--- src/rtl/keccak_squeeze_unit_if.sv ---
// Lane output stream of the Keccak squeeze unit.
// The squeeze unit is the master. The output formatter is the slave.
interface keccak_squeeze_unit_if #(
   parameter int IDX_W     = 5,
   parameter int LANE_SIZE = 64
);
   logic                 lane_valid_o;
   logic                 lane_ready_i;
   logic [LANE_SIZE-1:0] lane_data_o;
   logic [IDX_W-1:0]     lane_idx_o;
   logic                 lane_last_o;

   modport master (
      output lane_valid_o,
      input  lane_ready_i,
      output lane_data_o,
      output lane_idx_o,
      output lane_last_o
   );

   modport slave (
      input  lane_valid_o,
      output lane_ready_i,
      input  lane_data_o,
      input  lane_idx_o,
      input  lane_last_o
   );
endinterface

--- src/rtl/keccak_squeeze_unit.sv ---
// Keccak squeeze unit.
// On start_i, the unit snapshots the 5x5x64 state. It then streams the first
// rate lanes, one 64-bit lane per transfer, in FIPS 202 order (i = x + 5*y).
// The lanes go out over a valid/ready interface.
module keccak_squeeze_unit #(
   parameter int MAX_RATE_LANES = 21,
   parameter int IDX_W          = 5,
   localparam int ROW_SIZE      = 5,
   localparam int COL_SIZE      = 5,
   localparam int LANE_SIZE     = 64
) (
   input  logic                                 clk,
   input  logic                                 rst,
   input  logic                                 start_i,
   input  logic [IDX_W-1:0]                     rate_lanes_i,
   input  logic [ROW_SIZE*COL_SIZE*LANE_SIZE-1:0] state_i,
   keccak_squeeze_unit_if.master                lane,
   output logic                                 busy_o,
   output logic                                 done_o,
   output logic                                 err_o
);

   typedef enum logic [1:0] {
      ST_IDLE   = 2'd0,
      ST_STREAM = 2'd1,
      ST_DONE   = 2'd2
   } state_t;

   // The snapshot uses the same layout as state_i: [x][y][bit], x most significant.
   typedef logic [ROW_SIZE-1:0][COL_SIZE-1:0][LANE_SIZE-1:0] keccak_state_t;

   state_t        state_q, state_d;
   keccak_state_t snap_q,  snap_d;
   logic [IDX_W-1:0] rate_q, rate_d;
   logic [2:0]    x_q, x_d;
   logic [2:0]    y_q, y_d;
   logic          err_q, err_d;

   logic          rate_legal;
   logic          streaming;
   logic [IDX_W-1:0] lane_idx;
   logic          lane_is_last;

   // The rate is legal in the range 1..MAX_RATE_LANES.
   assign rate_legal = (rate_lanes_i != '0) &&
                       (rate_lanes_i <= IDX_W'(MAX_RATE_LANES));

   assign streaming = (state_q == ST_STREAM);

   // The lane index is x + 5*y, computed as x + 4*y + y, so no multiplier is needed.
   assign lane_idx = IDX_W'(x_q) + IDX_W'({y_q, 2'b00}) + IDX_W'(y_q);

   assign lane_is_last = (lane_idx == (rate_q - IDX_W'(1)));

   // Next-state logic: capture on a legal start, advance x/y on each transfer.
   always_comb begin
      state_d = state_q;
      snap_d  = snap_q;
      rate_d  = rate_q;
      x_d     = x_q;
      y_d     = y_q;
      err_d   = 1'b0;

      case (state_q)
         ST_IDLE: begin
            if (start_i) begin
               if (rate_legal) begin
                  snap_d  = keccak_state_t'(state_i);
                  rate_d  = rate_lanes_i;
                  x_d     = 3'd0;
                  y_d     = 3'd0;
                  state_d = ST_STREAM;
               end else begin
                  err_d = 1'b1;
               end
            end
         end

         ST_STREAM: begin
            // Valid is always high here, so ready alone marks a transfer.
            // A start_i seen here is ignored.
            if (lane.lane_ready_i) begin
               if (lane_is_last) begin
                  state_d = ST_DONE;
               end else if (x_q == 3'd4) begin
                  x_d = 3'd0;
                  y_d = y_q + 3'd1;
               end else begin
                  x_d = x_q + 3'd1;
               end
            end
         end

         ST_DONE: begin
            state_d = ST_IDLE;
         end

         default: begin
            state_d = ST_IDLE;
         end
      endcase
   end

   // State registers. An asynchronous reset abandons any in-flight stream.
   always_ff @(posedge clk or posedge rst) begin
      if (rst) begin
         state_q <= ST_IDLE;
         snap_q  <= '0;
         rate_q  <= '0;
         x_q     <= 3'd0;
         y_q     <= 3'd0;
         err_q   <= 1'b0;
      end else begin
         state_q <= state_d;
         snap_q  <= snap_d;
         rate_q  <= rate_d;
         x_q     <= x_d;
         y_q     <= y_d;
         err_q   <= err_d;
      end
   end

   // Outputs are decoded from registered state.
   // Lane fields are forced to zero whenever valid is low.
   always_comb begin
      lane.lane_valid_o = streaming;
      lane.lane_data_o  = '0;
      lane.lane_idx_o   = '0;
      lane.lane_last_o  = 1'b0;
      busy_o            = streaming;
      done_o            = (state_q == ST_DONE);
      err_o             = err_q;
      if (streaming) begin
         lane.lane_data_o = snap_q[x_q][y_q];
         lane.lane_idx_o  = lane_idx;
         lane.lane_last_o = lane_is_last;
      end
   end

endmodule

--- src/flat_wrapper.sv ---
// flat-port wrapper written by rule: the top's interface ports become plain ports
module keccak_squeeze_unit_flat 
#(
   parameter int MAX_RATE_LANES = 21,
   parameter int IDX_W          = 5,
   localparam int ROW_SIZE      = 5,
   localparam int COL_SIZE      = 5,
   localparam int LANE_SIZE     = 64
)
  (clk, rst, start_i, rate_lanes_i, state_i, busy_o, done_o, err_o, lane_lane_valid_o, lane_lane_ready_i, lane_lane_data_o, lane_lane_idx_o, lane_lane_last_o);
  keccak_squeeze_unit_if #(.IDX_W(IDX_W), .LANE_SIZE(64)) lane_i ();
  input  logic clk;
  input  logic rst;
  input  logic start_i;
  input  logic [IDX_W-1:0] rate_lanes_i;
  input  logic [ROW_SIZE*COL_SIZE*LANE_SIZE-1:0] state_i;
  output logic busy_o;
  output logic done_o;
  output logic err_o;
  output wire logic [$bits(lane_i.lane_valid_o)-1:0] lane_lane_valid_o;
  input wire logic [$bits(lane_i.lane_ready_i)-1:0] lane_lane_ready_i;
  output wire logic [$bits(lane_i.lane_data_o)-1:0] lane_lane_data_o;
  output wire logic [$bits(lane_i.lane_idx_o)-1:0] lane_lane_idx_o;
  output wire logic [$bits(lane_i.lane_last_o)-1:0] lane_lane_last_o;
  assign lane_lane_valid_o = lane_i.lane_valid_o;
  assign lane_i.lane_ready_i = lane_lane_ready_i;
  assign lane_lane_data_o = lane_i.lane_data_o;
  assign lane_lane_idx_o = lane_i.lane_idx_o;
  assign lane_lane_last_o = lane_i.lane_last_o;
  keccak_squeeze_unit #(.MAX_RATE_LANES(MAX_RATE_LANES), .IDX_W(IDX_W)) u_core (.clk(clk), .rst(rst), .start_i(start_i), .rate_lanes_i(rate_lanes_i), .state_i(state_i), .lane(lane_i), .busy_o(busy_o), .done_o(done_o), .err_o(err_o));
endmodule
--- config.mk ---
export PLATFORM = sky130hd
export DESIGN_NAME = keccak_squeeze_unit_flat
export DESIGN_NICKNAME = d
export VERILOG_FILES = /design/src/rtl/keccak_squeeze_unit_if.sv /design/src/rtl/keccak_squeeze_unit.sv /design/src/flat_wrapper.sv
export SDC_FILE = /design/constraint.sdc
export NUM_CORES = 2
export LEC_CHECK = 0
export ABC_AREA = 1
export ABC_CLOCK_PERIOD_IN_PS = 50600
export BUFFER_PORTS_ARGS = -buffer_cell sky130_fd_sc_hd__buf_2
export CAP_MARGIN = 0
export CORE_AREA = 2 2 655 657
export CTS_BUF_LIST = sky130_fd_sc_hd__clkbuf_8
export DETAILED_ROUTE_END_ITERATION = 6
export DIE_AREA = 0 0 657 659
export GPL_ROUTABILITY_DRIVEN = 0
export PLACE_DENSITY = 0.43
export SLEW_MARGIN = 25
export SYNTH_ARGS = -nofsm -noshare
export SYNTH_HDL_FRONTEND = slang
export SYNTH_SLANG_ARGS = --single-unit
--- constraint.sdc ---
create_clock -name clk -period 50.6 [get_ports clk]
set_clock_uncertainty 0.2 [all_clocks]
set_input_delay 7.59 -clock clk [delete_from_list [all_inputs] [get_ports clk]]
set_output_delay 7.59 -clock clk [all_outputs]
set_load 0.01 [all_outputs]
; ---- After elaboration in Yosys (flattened, before gate mapping)
; Cells that the tools add are included.
; Widths: inputs -> output; s select.
[totals]
register_bits = 1614
elab_cells = 81
[classes]
addsub = 5
n_lt_le_gt_ge = 3
eq_ne = 10
muxes = 25
reduce_logical = 8
[ops]
columns = op, n
row1 = $bmux 320 s3, 1
row2 = $mux 320, 1
row3 = $bmux 64 s3, 1
row4 = $mux 64, 2
row5 = $mux 3, 8
row6 = $pmux 3 s2, 2
row7 = $lt 3x4->1 const B, 2
row8 = $mux 2, 4
row9 = $ne 2x1->1 const B, 4
row10 = $add 3x1->3 const B, 2
row11 = $reduce_and 6->1, 1
row12 = $add 3x5->5, 1
row13 = $add 5x3->5, 1
row14 = $eq 5x5->1, 1
row15 = $le 5x5->1 const B, 1
row16 = $mux 5, 1
row17 = $reduce_and 5->1, 1
row18 = $reduce_bool 5->1, 1
row19 = $sub 5x1->5 const B, 1
row20 = $mux 1, 4
row21 = $ne 2x2->1 const B, 2
row22 = $pmux 2 s2, 1
row23 = $reduce_and 4->1, 1
row24 = $eq 3x3->1 const B, 1
row25 = 6 further kinds, 6

; ---- Depth between registers and ports, before layout
[depth]
depth_word = 6
ltp_mapped = 20
mapped_depth_nobuf = 17

; ---- Least setup slack after synthesis
; No wires, ideal clock.
[synth_path]
path_kind = register -> output
startpoint = register u_core.x_q[2]
endpoint = output lane_lane_last_o
t_arrival_ps = 2618
required_time_ps = 42810
setup_slack_ps = 40192
path_stages_with_launch = 15
path_cell_list = dfrtp_1 > buf_2 > inv_1 > clkbuf_1 > buf_2 > fa_1 > inv_1 > fa_1 > inv_1 > nand2_1 > nand2_1 > nand2_1 > nor2_1 > nand3_1 > inv_1
[synth_between]
elab_chain_len = 4
[synth_rtl]
columns = item, line
row1 = from (decl), keccak_squeeze_unit.sv:35  ; logic [2:0] x_q, x_d;
row2 = from (signal assigned), keccak_squeeze_unit.sv:110  ; x_q <= 3'd0;
row3 = from (signal assigned), keccak_squeeze_unit.sv:117  ; x_q <= x_d;
row4 = $add 3x5->5, keccak_squeeze_unit.sv:51  ; assign lane_idx = IDX_W'(x_q) + IDX_W'({y_q, 2'b00}) + IDX_W'(y_q);
row5 = $add 5x3->5, keccak_squeeze_unit.sv:51
row6 = $eq 5x5->1, keccak_squeeze_unit.sv:53  ; assign lane_is_last = (lane_idx == (rate_q - IDX_W'(1)));
row7 = $mux 1, keccak_squeeze_unit.sv:133  ; if (streaming) begin
row8 = to (decl), flat_wrapper.sv:24  ; output wire logic [$bits(lane_i.lane_last_o)-1:0] lane_lane_last_o;
; No other way between the ends.

; ---- Worst setup path in the final report
[layout_path]
startpoint = register u_core.x_q[0]
endpoint = output lane_lane_data_o[55]
[layout_between]
elab_chain_len = 5
[layout_rtl]
columns = item, line
row1 = $bmux 320 s3, keccak_squeeze_unit.sv:134  ; lane.lane_data_o = snap_q[x_q][y_q];
row2 = $mux 320 (implied by the code), keccak_squeeze_unit.sv:134
row3 = $bmux 64 s3, keccak_squeeze_unit.sv:134
row4 = $mux 64 (implied by the code), keccak_squeeze_unit.sv:134
row5 = $mux 64, keccak_squeeze_unit.sv:133
row6 = to (decl), flat_wrapper.sv:22  ; output wire logic [$bits(lane_i.lane_data_o)-1:0] lane_lane_data_o;
; No other way between the ends. The select of a mux whose other input is x is not followed.

==> impl_results.md <==
- Post-synthesis mux area share: 14.24%
- Most common cell in the netlist: dfrtp_1
- Vias: 69550
- Final core utilization: 23.12%
- Fin crit period: 14.08 ns
- Mapped Cells: 8546
- Wirelength per Cell: 28.35 um
- Cells along the critical path: buf_12 -> buf_4 -> buf_4 -> buf_4 -> nor2_1 -> nor2_1 -> o21ai_0 -> nand3_1 -> nand3_1 -> nand2_1 -> nand2_1 -> a21oi_1 -> buf_2
- H-tree Lvls: 5
- VDD IR max: 0.02763 mV
- CTS tree: done
- Crit-path leading delay family: buffers and inverters
- Final Max Slew Viols: 0
- Leakage power: 48.28 nW
- Die width: 657 um
- EDFF count, synth: 0
- Antenna viol nets, final: 0
- Critical Path Slowest Stage Cell: dfrtp_4
- Worst path required time: 42.81 ns
- Critical path type: reg -> out
- Crit end category: output pin
- Area contributors post-synth: dfrtp_1 (51%), mux2_2 (8.5%), nand2_1 (7.0%)
- Fin crit share: 27.84%
- Iter 0 DRT Violations: 5802
- Row Count: 240
- HPWL Detailed: 358200 um
- PwrDens: 68.19 mW/mm^2
- Crit Path Max Fanout: 87
- Die area: 0.4330 mm^2
- Post-synthesis sequential area ratio: 51.29%
- Mapped Nets: 10170
- GRT Residual Overflow: 0
- Clock Pin Slew Worst Setup and Hold Paths: 0.06 ns
- Clock Latency Late Sink: 1.02 ns
- Number of port buffers: 1682
- Avg Inst Size Synth: 9.215 um^2
- Drt first pass iters: 6
- Synth area leader: dfrtp_1
- CP bufs+invs: 5
- XOR/XNOR Fraction of Synth Area: 0.05561%
- First-pass GRT wire length: 605900 um
- Synth Area in Simple Gates: 16.22%
- Die Y: 659 um
- Hold WC Path Type: reg -> reg
- Post-CTS sizing: 0
- Setup bufs post-CTS: 0
- Post-synth cell types: 33
- Core area: 0.4258 mm^2
- Setup TNS: 0 ns
- Root Driver: clkbuf_8
- CTS max path bufs: 4
- Fin. Hold Viols: 0
- Final net count: 11680
- FFs w/ async S/R, synth: 100.0%
- Most frequent cells after synthesis: dfrtp_1 (1614), nand2_1 (1466), a21oi_1 (929)
- CTS sink cnt: 1614
- Synth Area in Compound Gates: 9.608%
- Worst-margin pin slew: 1.151 ns
- Drc violations: 0
- Synth warn: 0
- Slew Limit Headroom: 23.26%
- Met1 usage: 25.43%
- Starting Density: 18.49%
- Status: finished, final reports clean
- Num CTS Buffers: 323
- Vias per inst: 4.299
- Max Cap Viol: 0
- Pin count of the biggest net entering global routing: 201
- Largest family of logic cells by synthesized area: simple AND/OR/NAND/NOR gates
- # hold bufs at CTS: 0
- Slowest stage delay, CP: 0.80 ns
- Worst R2R Setup Slack: 44.12 ns
- Synth Area in Adders: 0.1938%
- Area added between synthesis and finish: 25.04%
- Nature of the critical path startpoint: register
- Total GRT Usage: 20.40%
- Seq cells post-synth: 1614
- Final Setup Violations: 0
- Top cell type's share of synthesized area: 51.29%
- Ys flop type: dfrtp_1
- GRT met2 Usage: 32.74%
- Fmax: 71.00 MHz
- Vias in the first global route: 67910
- Cell mode on critical path: buf_4
- Layer with the highest usage: met2
- Arrival @ worst endpoint: 6.29 ns
- Ratio of cells with drive above 1 in the final layout: 29.96%
- I/O pins: 1683
- Routed wire length: 458700 um
- Met3 usage: 5.810%
- RSZ-0062 raised after global routing: no
- Antenna violations before repair: 480
- Cell Area, Synth: 0.07875 mm^2
## area by class of cell
| cell class | instances | area (um^2) |
|---|---|---|
| diodes | 214 | 535.5 |
| clock buffers | 378 | 5202 |
| clock inverters | 166 | 980.9 |
| repair buffers | 1798 | 9434 |
| inverters | 785 | 2994 |
| multi-input cells | 5538 | 31790 |
| flip-flops and latches | 1614 | 40410 |
| fillers | 47660 | 327300 |
| well taps | 5687 | 7116 |
## power by group
part,switching [mW],internal [mW],leakage (nW)
Sequential,0.309,1.94,18.4
Clock,0.654,0.702,3.62
Combinational,2.12,0.987,26.3
## cell usage in the layout, fill, tap and decap left out, types with 90 or more instances in the layout
cell	instances
mux2_1	93
mux2_4	234
buf_4	103
buf_2	1682
diode_2	214
o21ai_0	365
mux2_2	591
o21ai_1	90
dfrtp_1	1609
nor2_1	895
a21oi_1	929
inv_1	895
nand2_1	1465
clkbuf_8	378
nand3_1	763
## layer usage
metal	up-vias	part of all wire (%)
met1	34610	42
met3	1031	7.2
met4	152	4.7
li1	31200	-
met2	2555	46
met5	-	0.22
## flip-flops by register name, summed over array words and instances, names as in the netlist
register	flops
u_core.err_o	1
u_core.x_q	3
u_core.snap_q	1600
u_core.state_q	2
u_core.y_q	3
u_core.rate_q	5
## stage by stage
| stage | hold WS, ns | setup WS (ns) | power, mW | area, um^2 | std cells |
|---|---|---|---|---|---|
| floorplan | 0.2588 | 20.44 | 4.046 | 78750 | 8546 |
| CTS | 0.2885 | 36.31 | 6.866 | 97910 | 15970 |
| global route | 0.2971 | 36.18 | 7.180 | 98190 | 16070 |
| detailed placement | 0.2761 | 35.56 | 5.470 | 91720 | 15420 |
| finish | 0.2828 | 36.52 | 6.715 | 98460 | 16180 |
| global placement | 0.2680 | 35.54 | 5.440 | 91720 | 15420 |
## path summary, 6_finish.rpt
check	startpoint	end	cells after the start
worst max-delay path	u_core.x_q[0]	lane_lane_data_o[55]	13
worst min-delay path	u_core.snap_q[818]	u_core.snap_q[818]	1
worst max register to register	u_core.state_q[0]	u_core.snap_q[1089]	9
worst min register to register	u_core.snap_q[818]	u_core.snap_q[818]	1
max in group asynchronous	rst	u_core.snap_q[327]	10
min in group asynchronous	rst	u_core.snap_q[564]	2
## cell families after synthesis
logic type | count (synthesis)
simple gates | 3137
flops | 1614
mux | 918
xor+xnor | 5
fa+ha+maj | 11
buf+inv | 1394
compound gates | 1467
(Power assumes the default switching activity.)
